===== config.mk =====
export PLATFORM = sky130hd
export DESIGN_NAME = mips_instr_fetch
export DESIGN_NICKNAME = d
export VERILOG_FILES = /design/src/rtl/mips_instr_fetch.sv
export SDC_FILE = /design/constraint.sdc
export NUM_CORES = 1
export LEC_CHECK = 0
export CAP_MARGIN = 20
export CELL_PAD_IN_SITES_DETAIL_PLACEMENT = 1
export CELL_PAD_IN_SITES_GLOBAL_PLACEMENT = 2
export CORE_ASPECT_RATIO = 0.6
export CORE_MARGIN = 2
export CORE_UTILIZATION = 27
export DETAILED_ROUTE_END_ITERATION = 16
export MAX_ROUTING_LAYER = met4
export PLACE_DENSITY_LB_ADDON = 0.1
export SKIP_LAST_GASP = 1
export SYNTH_ARGS = -nofsm -noshare
export SYNTH_HDL_FRONTEND = slang
export SYNTH_SLANG_ARGS = --single-unit

===== constraint.sdc =====
create_clock -name clk -period 3.8 [get_ports clk]
set_input_delay 0.95 -clock clk [delete_from_list [all_inputs] [get_ports clk]]
set_output_delay 0.95 -clock clk [all_outputs]
set_load 0.01 [all_outputs]

===== src/rtl/mips_instr_fetch.sv =====
`timescale 1ns/1ps
// mips_instr_fetch
//   Instruction-fetch stage of the multicycle MIPS32 CPU. Owns the PC, issues
//   32-bit word reads on an Avalon-MM master port (honouring waitrequest),
//   byte-swaps the little-endian bus word into big-endian instruction order and
//   hands it to decode over a valid/ready handshake. Accepts PC redirects from
//   execute and halts permanently on a fetch target of address 0.
//
// Ports
//   clk, rst                         clock, synchronous active-high reset
//   redirect_valid, redirect_pc      PC change request from execute
//   instr_valid, instr, instr_pc     fetched instruction to decode
//   instr_ready                      decode accepts the held instruction
//   active                           1 until HALT is reached
//   address, read, write, writedata,
//   byteenable, waitrequest,
//   readdata                         Avalon-MM master (read-only use)
module mips_instr_fetch #(
  parameter logic [31:0] RESET_VECTOR = 32'hBFC0_0000,
  parameter bit          BYTE_SWAP    = 1'b1
) (
  input  logic        clk,
  input  logic        rst,
  input  logic        redirect_valid,
  input  logic [31:0] redirect_pc,
  input  logic        instr_ready,
  output logic        instr_valid,
  output logic [31:0] instr,
  output logic [31:0] instr_pc,
  output logic        active,
  output logic [31:0] address,
  output logic        read,
  output logic        write,
  output logic [31:0] writedata,
  output logic [3:0]  byteenable,
  input  logic        waitrequest,
  input  logic [31:0] readdata
);

  typedef enum logic [1:0] {IDLE, FETCH, HOLD, HALT} state_t;

  state_t      state_q, state_d;
  logic [31:0] pc_q, pc_d;
  logic [31:0] instr_q, instr_d;
  logic [31:0] instr_pc_q, instr_pc_d;
  logic        valid_q, valid_d;
  logic        pend_q, pend_d;
  logic [31:0] pend_pc_q, pend_pc_d;

  logic [31:0] rd_swapped;
  logic [31:0] redir_tgt;
  logic [31:0] fetch_tgt;

  assign rd_swapped = BYTE_SWAP ? {readdata[7:0], readdata[15:8],
                                   readdata[23:16], readdata[31:24]}
                                : readdata;

  // Low two bits of a redirect are forced to zero: fetches are word-aligned.
  assign redir_tgt = redirect_pc & ~32'h3;

  // A redirect arriving in the completing cycle is newer than any pending one.
  assign fetch_tgt = redirect_valid ? redir_tgt : pend_pc_q;

  always_ff @(posedge clk) begin
    if (rst) begin
      state_q    <= IDLE;
      pc_q       <= RESET_VECTOR;
      instr_q    <= '0;
      instr_pc_q <= '0;
      valid_q    <= 1'b0;
      pend_q     <= 1'b0;
      pend_pc_q  <= '0;
    end else begin
      state_q    <= state_d;
      pc_q       <= pc_d;
      instr_q    <= instr_d;
      instr_pc_q <= instr_pc_d;
      valid_q    <= valid_d;
      pend_q     <= pend_d;
      pend_pc_q  <= pend_pc_d;
    end
  end

  always_comb begin
    state_d    = state_q;
    pc_d       = pc_q;
    instr_d    = instr_q;
    instr_pc_d = instr_pc_q;
    valid_d    = valid_q;
    pend_d     = pend_q;
    pend_pc_d  = pend_pc_q;

    unique case (state_q)
      IDLE: state_d = (pc_q == 32'h0) ? HALT : FETCH;

      FETCH: begin
        if (waitrequest) begin
          // The bus read cannot be dropped while stalled; remember the
          // redirect and squash the data once the read completes.
          if (redirect_valid) begin
            pend_d    = 1'b1;
            pend_pc_d = redir_tgt;
          end
        end else if (redirect_valid || pend_q) begin
          pc_d    = fetch_tgt;
          pend_d  = 1'b0;
          state_d = (fetch_tgt == 32'h0) ? HALT : FETCH;
        end else begin
          instr_d    = rd_swapped;
          instr_pc_d = pc_q;
          pc_d       = pc_q + 32'd4;
          valid_d    = 1'b1;
          state_d    = HOLD;
        end
      end

      HOLD: begin
        if (redirect_valid) begin
          valid_d = 1'b0;
          pc_d    = redir_tgt;
          state_d = (redir_tgt == 32'h0) ? HALT : FETCH;
        end else if (instr_ready) begin
          valid_d = 1'b0;
          state_d = (pc_q == 32'h0) ? HALT : FETCH;
        end
      end

      HALT: valid_d = 1'b0;

      default: state_d = IDLE;
    endcase
  end

  assign read        = (state_q == FETCH);
  assign address     = pc_q;
  assign byteenable  = read ? 4'b1111 : 4'b0000;
  assign write       = 1'b0;
  assign writedata   = '0;
  assign active      = (state_q != HALT);
  assign instr_valid = valid_q;
  assign instr       = instr_q;
  assign instr_pc    = instr_pc_q;

endmodule


==> metrics.yaml <==
sta:
  finalMaxSlewViolations: 0
  finalCritPeriodShare_pct: 80.60
  layout_min_cycle_time_ns: 3.063
  finClkSkew_ns: 0.008335
  fin_tns_setup_ns: 0
  finalSetupViolations: 0
  timing.final.hold_violations: 0
  tightest_slew_ns: 0.7515
  rsz0062_at_grt: "no"
  whs_ns: 0.4539
  fmax_mhz: 326.5
  slew_headroom_pct: 49.44
synth:
  postSynthCellCount: 879
  synth_cell_types: 62
  async_flop_share_pct: 0
  synth_edf_count: 0
  synth.top_cell.area_share_pct: 40.90
  syn_area_per_cell_um2: 7.351
  synth_area_leaders: "dfxtp_1 (41%), nand2_1 (16%), a21oi_1 (9.5%)"
  synth_area_um2: 6461
  yosysSeqAreaShare_pct: 40.90
  synth_flop_cell: "dfxtp_1"
  ys_seq_elements: 132
  ys.warnings.count: 0
  yosysTopAreaCell: "dfxtp_1"
critical_path:
  crit_path_start_kind: "flip-flop"
  timing.rr.start: "state_q[1]"
  path_class: "flip-flop to output port"
  path_max_fanout: 17
  cp.arrival_ns: 2.11
  r2r_setup_slack_ns: 1.07
  reg2reg_depth: 7
  worstPathRequired_ns: 2.85
  crit_path_end_kind: "output port"
  rr_endpoint: "address[23]"
cells_and_area:
  drive_above_1_share_pct: 6.055
  mostFrequentLayoutCells: "nand2_1 (266), clkdlybuf4s50_1 (168), dfxtp_1 (132)"
  final_common_cell: "nand2_1"
  syn_to_final_growth_pct: 38.23
  nFillCells: 2835
  finalNetCount: 1087
  n_antenna_cell: 0
route:
  highest_layer: "met4"
  first_pass_iters: 5
  drc_errors: 0
  wl_met1_mm: 13.82
  wl_per_cell_um: 19.09
  dr_wl_met3_mm: 1.174
  via_per_inst: 4.903
  drt-total-wl_mm: 25.57
  num_vias: 6565
  ant_nets: 0
  drt_iter0_markers: 339
  wl_met2_mm: 10.37
job:
  drv_cap: 0
global_route:
  overflow: 0
  grt_pass1_vias: 6587
  grt_pass1_wl_mm: 39.41
  grt_max_degree: 127
  antenna_found_initial: 1
  track_usage_pct: 21.15
die:
  core-area_um2: 23300
  die_h_um: 123.8
  rows: 43
  initial_core_util_pct: 27.74
  dieArea_um2: 25220
  boundaryPins: 205
  fp.dieW_um: 203.7
placement:
  place.gp.congestion: 0.7918
  port_buffers: 169
  dpl.hpwl_mm: 18.21
min_path:
  hp-class: "flip-flop to flip-flop"
  min_from: "instr_pc[26]"
  worstHoldPathCells: 2
  holdPathEnd: "instr_pc[26]"
clock_tree:
  clk_pin_slew_worst_paths_ns: 0.06
  clock_latency_ns: 0.43
  cts_setup_buffers: 0
  cts_tree: "done"
  cts_sinks: 132
  hold_buffers: 0
  clock_path_buffers: 2
  h-tree-depth: 4
  cts_root_buf: "clkbuf_16"
  post_cts_resized: 0
  numCtsBuffers: 17
power:
  p_leak_nw: 3.104
  p_per_area_nw_per_um2: 607.9
  peakVddDrop_mv: 0.3239
  power_mw: 5.429
status:
  outcome: "complete, no violations"
-- per-layer routing --
layer	up-vias	GRT usage [%]
li1	3246	-
met1	3177	31.29
met2	126	28.87
met3	16	4.422
met4	0	4.927
met5	-	-
-- flip-flops by register name (all words and copies together), names as in the netlist --
signal       flops
instr_valid      1
instr_pc        32
state_q          2
pend_q           1
address         32
instr           32
pend_pc_q       32
-- worst max-delay path, cell delays in order (launching register included) --
cell and delay (ns):
dfxtp_1 0.35, inv_1 0.11, ha_1 0.56, clkdlybuf4s50_1 0.66
-- per-stage QoR --
stage | cell area [um^2] | setup slack [ns] | util, % | std cells
floorplan | 6581 | 1.491 | - | 911
global placement | 8285 | 0.6063 | 35.57 | 1307
detailed placement | 8285 | 0.5516 | 35.57 | 1307
CTS | 8931 | 0.7254 | 38.34 | 1339
global route | 8931 | 0.6228 | 38.34 | 1339
finish | 8931 | 0.7370 | 38.34 | 1339
-- kinds of logic (layout without fill, tap and decap cells) --
logic type,Yosys count,count (layout),share of synthesized area (%)
DFF,132,132,40.90
buffers and inverters,117,230,9.314
other,1,33,0.05804
muxes,5,5,0.7746
adders and majority gates,7,7,1.355
and+or+nand+nor,394,394,27.52
AOI/OAI and AO/OA,223,223,20.08
-- power breakdown --
group          internal (mW)  leakage (nW)  switching, mW
clock network           1.18         0.319          0.647
logic                  0.745          1.71          0.996
registers               1.57          1.07          0.292
-- Yosys cell counts, drive strengths merged, types with 3 or more instances --
cell       n
a31oi     10
inv       13
nand3     22
nor4      23
or3        3
or4        4
o21ai     41
o2111ai    3
and3      12
ha         7
mux2i      5
dfxtp    132
nor4b      3
o211ai     6
a21oi    122
a22oi      3
nand2    267
nand4     11
a311oi     3
o31ai      4
nor3      16
a221o      3
a21o       4
nor2      22
clkbuf    55
buf       49
and4       3
-- worst max path at each step --
stage,start,end,slack [ns],cells past startpoint
after floorplan,redirect_valid,address[27],1.49,6
after global placement,redirect_valid,address[23],0.61,6
after global routing,state_q[1],byteenable[2],0.62,3
final,state_q[1],byteenable[3],0.74,3
after CTS,state_q[1],byteenable[3],0.73,3
after detailed placement,redirect_valid,address[23],0.55,6
-- cell type report --
class	instances	area, um^2	area share [%]
inverter	13	48.80	0.5464
multi-input combinational	662	3341	37.41
timing repair buffer	185	1859	20.82
clock inverter	9	147.6	1.653
sequential	132	2643	29.59
clock buffer	23	498.0	5.576
tap	315	394.1	4.413
Power figures use the tool's default switching activity.
==> RTL edit 1 (same flow settings) <==
Reset style: asynchronous (`rst`), changed in one clocked block. Comments in the files are not updated.
--- a/src/rtl/mips_instr_fetch.sv
+++ b/src/rtl/mips_instr_fetch.sv
@@ -61,7 +61,7 @@
   // A redirect arriving in the completing cycle is newer than any pending one.
   assign fetch_tgt = redirect_valid ? redir_tgt : pend_pc_q;
 
-  always_ff @(posedge clk) begin
+  always_ff @(posedge clk or posedge rst) begin
     if (rst) begin
       state_q    <= IDLE;
       pc_q       <= RESET_VECTOR;
Check against the original RTL: differs if rst is asserted again (counterexample within 4 cycles, from zero or initial values and one cycle with rst high); with rst held inactive, the same outputs for 4 cycles.
==> RTL edit 1 against the original RTL <==
Area after synthesis grew 7.3%. Cell area grew 5.6%. Wire length shrank 8.5%. Register-to-register slack gained 0.28 ns. Global-route usage shrank 2.8 points. Utilization shrank 1.0 points. Fmax shrank 0.52%. Sequential cell count is the same. First-iteration DRC count shrank 7.7%. Cell count shrank 15%. Count of clock-buffer cells in the layout shrank 5. Setup slack lost 0.016 ns. Largest cell class is now sequential cells.
Power is not compared: it rests on default switching activity, and its combinational part moved more than twofold at a synthesized area within 25%.
==> RTL edit 1: results (changes against the original RTL) <==
metric,value,unit,change
run status,finished clean,,
post-synth top area share,0.444,,+0.0349
Tcrit/Tclk final,0.810,,+0.00424
ratio of cells with drive above 1 in the final layout,0.210,,+0.150
Async SR Flop Fraction,1.00,,+1.00
Post-Route Skew,0.00714,ns,-0.00120 ns
dpl ws,0.440,ns,-0.111 ns
Main synth FF type,dfrtp_1,,
Vias,5690,,-13%
DRT Pass-1 Iters,4,,-1
Setup crit end,byteenable[0],,
Cell variety after synth,60,,-3.2%
Worst Hold End,instr_pc[28],,
antenna violations before repair,0,,-1
vias in the first global route,6020,,-8.6%
r2r setup slk,1.35,ns,+0.28 ns
synth top area cells,"dfrtp_1 (44%), mux2_2 (15%), buf_4 (4.3%)",,
Final Wtd Congestion,0.781,,-1.4%
hold depth,1,,-1
CP Data Arrival Time,2.13,ns,+0.02 ns
Worst R2R End,address[0],,
critical path startpoint,state_q[1],,
largest net degree at the start of global routing,49,,-61%
GRT Overall Usage,0.183,,-0.0284
post-synthesis sequential area ratio,0.478,,+0.0690
reg2reg path depth,6,,-1
HPWL Detailed,17.3,mm,-5.0%
first-pass GRT wire length,36.2,mm,-8.0%
-- RTL edit 1: cell types whose count changed in the layout (fill, tap and decap cells not counted), moves of 6 or more --
cell / change
nand2_1: -215
dfstp_2: +9
mux2_2: +94
dfxtp_1: -132
dfrtp_1: +123
clkinvlp_4: +6
o21ai_1: +9
nor3_1: -8
nand3_1: -12
a21oi_1: -95
a22o_1: +8
and3_1: +8
-- RTL edit 1: final cells by class --
class | instances | area [um^2]
fill | 2755 | 15800
sequential | 132 | 3310
multi-input combinational | 445 | 3190
timing repair buffer | 185 | 1870
clock buffer | 18 | 429
tap | 329 | 412
clock inverter | 14 | 158
inverter | 15 | 60.1
-- RTL edit 1: report_power, final --
part	internal (mW)	switching, mW	total [mW]
clock network	0.971	0.685	1.66
logic	0.0967	0.128	0.225
registers	1.41	0.00426	1.41
-- RTL edit 1: metrics by stage --
step                power, mW  hold slack [ns]  cells
CTS                      3.34            0.509   1138
global route             3.43            0.520   1138
finish                   3.29            0.504   1138
detailed placement       1.66            0.496   1106
floorplan                1.56            0.477    671
global placement         1.66            0.489   1106
-- RTL edit 1: worst max-delay path: stages, from the launching register on --
cell and delay, ns:
dfrtp_1 0.43, inv_1 0.10, ha_1 0.51, clkdlybuf4s50_1 0.66
-- RTL edit 1: cell families (layout without fill, tap and decap cells) --
group                      after synthesis  in the layout  share of synthesized area
and+or+nand+nor                        169            169                      0.142
AOI/OAI and AO/OA                      139            139                      0.129
DFF                                    132            132                      0.478
muxes                                   97             97                      0.157
buffers and inverters                   94            232                     0.0805
adders and majority gates                7              7                     0.0126
other                                    1             33                   0.000541
-- RTL edit 1: routing by layer --
metal,GRT usage,part of all wire,vias up
met3,0.0416,0.045,17
met1,0.256,0.50,2959
li1,-,-,2601
met4,0.0460,0.010,0
met2,0.267,0.45,113
met5,-,0,-
==> RTL edit 2 (config.mk and constraints unchanged) <==
Made on the original files. Change the parameter `RESET_VECTOR` from 32'hBFC0_0000 to 32'h80000000.
--- a/src/rtl/mips_instr_fetch.sv
+++ b/src/rtl/mips_instr_fetch.sv
@@ -16,7 +16,7 @@
 //   byteenable, waitrequest,
 //   readdata                         Avalon-MM master (read-only use)
 module mips_instr_fetch #(
-  parameter logic [31:0] RESET_VECTOR = 32'hBFC0_0000,
+  parameter logic [31:0] RESET_VECTOR = 32'h80000000,
   parameter bit          BYTE_SWAP    = 1'b1
 ) (
   input  logic        clk,
Function: changed (a bounded check fails within 4 cycles, from zero or initial values and one cycle with rst high).
==> RTL edit 2 against the original RTL <==
Sequential cell count unchanged. Die area up 0.42%. Clock power decreased by 14%. Wire length shrank 0.37%. Cell area decreased by 0.45%. Critical path type unchanged. Total power shrank 4.2%. Count of clock-buffer cells in the layout grew 2. Area after synthesis rose by 0.43%. Setup slack improved by 0.063 ns. Register-to-register slack improved by 0.11 ns.
==> RTL edit 2: results (changes against the original RTL) <==
metric,value,unit,change
run status,finished clean,,
Routed WL per cell,18.9,um,-0.81%
Slew @ Worst Pin,0.809,ns,+0.0570 ns
Post-Route Skew,0.00954,ns,+0.00120 ns
DR WL met2,10.9,mm,+5.4%
peak supply drop,0.000314,V,-3.2%
largest net degree at the start of global routing,75,,-41%
ratio of cells with drive above 1 in the final layout,0.0563,,-0.00424
post-synthesis sequential area ratio,0.407,,-0.00173
Final Wtd Congestion,0.775,,-2.2%
Layout Cells excl Fill,1345,,+0.45%
Total Nets Final,1095,,+0.74%
via-per-instance ratio,4.94,,+0.72%
vias in the first global route,6332,,-3.9%
first-pass GRT wire length,39.1,mm,-0.77%
Sw Pwr,1.92,mW,-0.55%
HPWL Detailed,18.1,mm,-0.80%
Post-Synth Adder-Cell Area,0.0135,,-0.0000575
GRT Overall Usage,0.209,,-0.00228
Synth top cells by count,"nand2_1 (263), dfxtp_1 (132), a21oi_1 (117), clkbuf_1 (56), o21ai_0 (38)",,
leakage,2.95,nW,-5.0%
M3 GR Usage,0.0374,,-0.00680
post-synthesis mux area share,0.0145,,+0.00672
Synth Area in Compound Gates,0.194,,-0.00644
Reg2Reg Launch Point,address[11],,
sequential cell area,2640,um^2,about the same
total power,5.20,mW,-4.2%
drt initial violations,361,,+6.5%
dpl ws,0.715,ns,+0.163 ns
## RTL edit 2: cell type report
cell class / count / share of cell area
clock buffer: 25 / 0.0557
clock inverter: 5 / 0.00563
inverter: 12 / 0.00507
multi-input combinational: 668 / 0.380
sequential: 132 / 0.297
tap: 315 / 0.0443
timing repair buffer: 188 / 0.212
## RTL edit 2: final timing paths
kind,end,slack (ns),depth (start not counted)
worst max register to register,address[29],1.18,5
worst min register to register,instr_pc[26],0.45,2
worst min-delay path,instr_pc[26],0.45,2
worst max-delay path,byteenable[3],0.80,3
## RTL edit 2: kinds of logic after synthesis
family                   after synthesis
buffers and inverters                117
flip-flops                           132
AO/OA/AOI/OAI                        218
multiplexers                           9
other                                  1
AND/OR/NAND/NOR                      401
adder cells (fa/ha/maj)                7
## RTL edit 2: critical path: stages, from the launching register on
cell             delay [ns]
dfxtp_1                0.34
inv_1                  0.10
ha_1                   0.53
clkdlybuf4s50_1        0.65
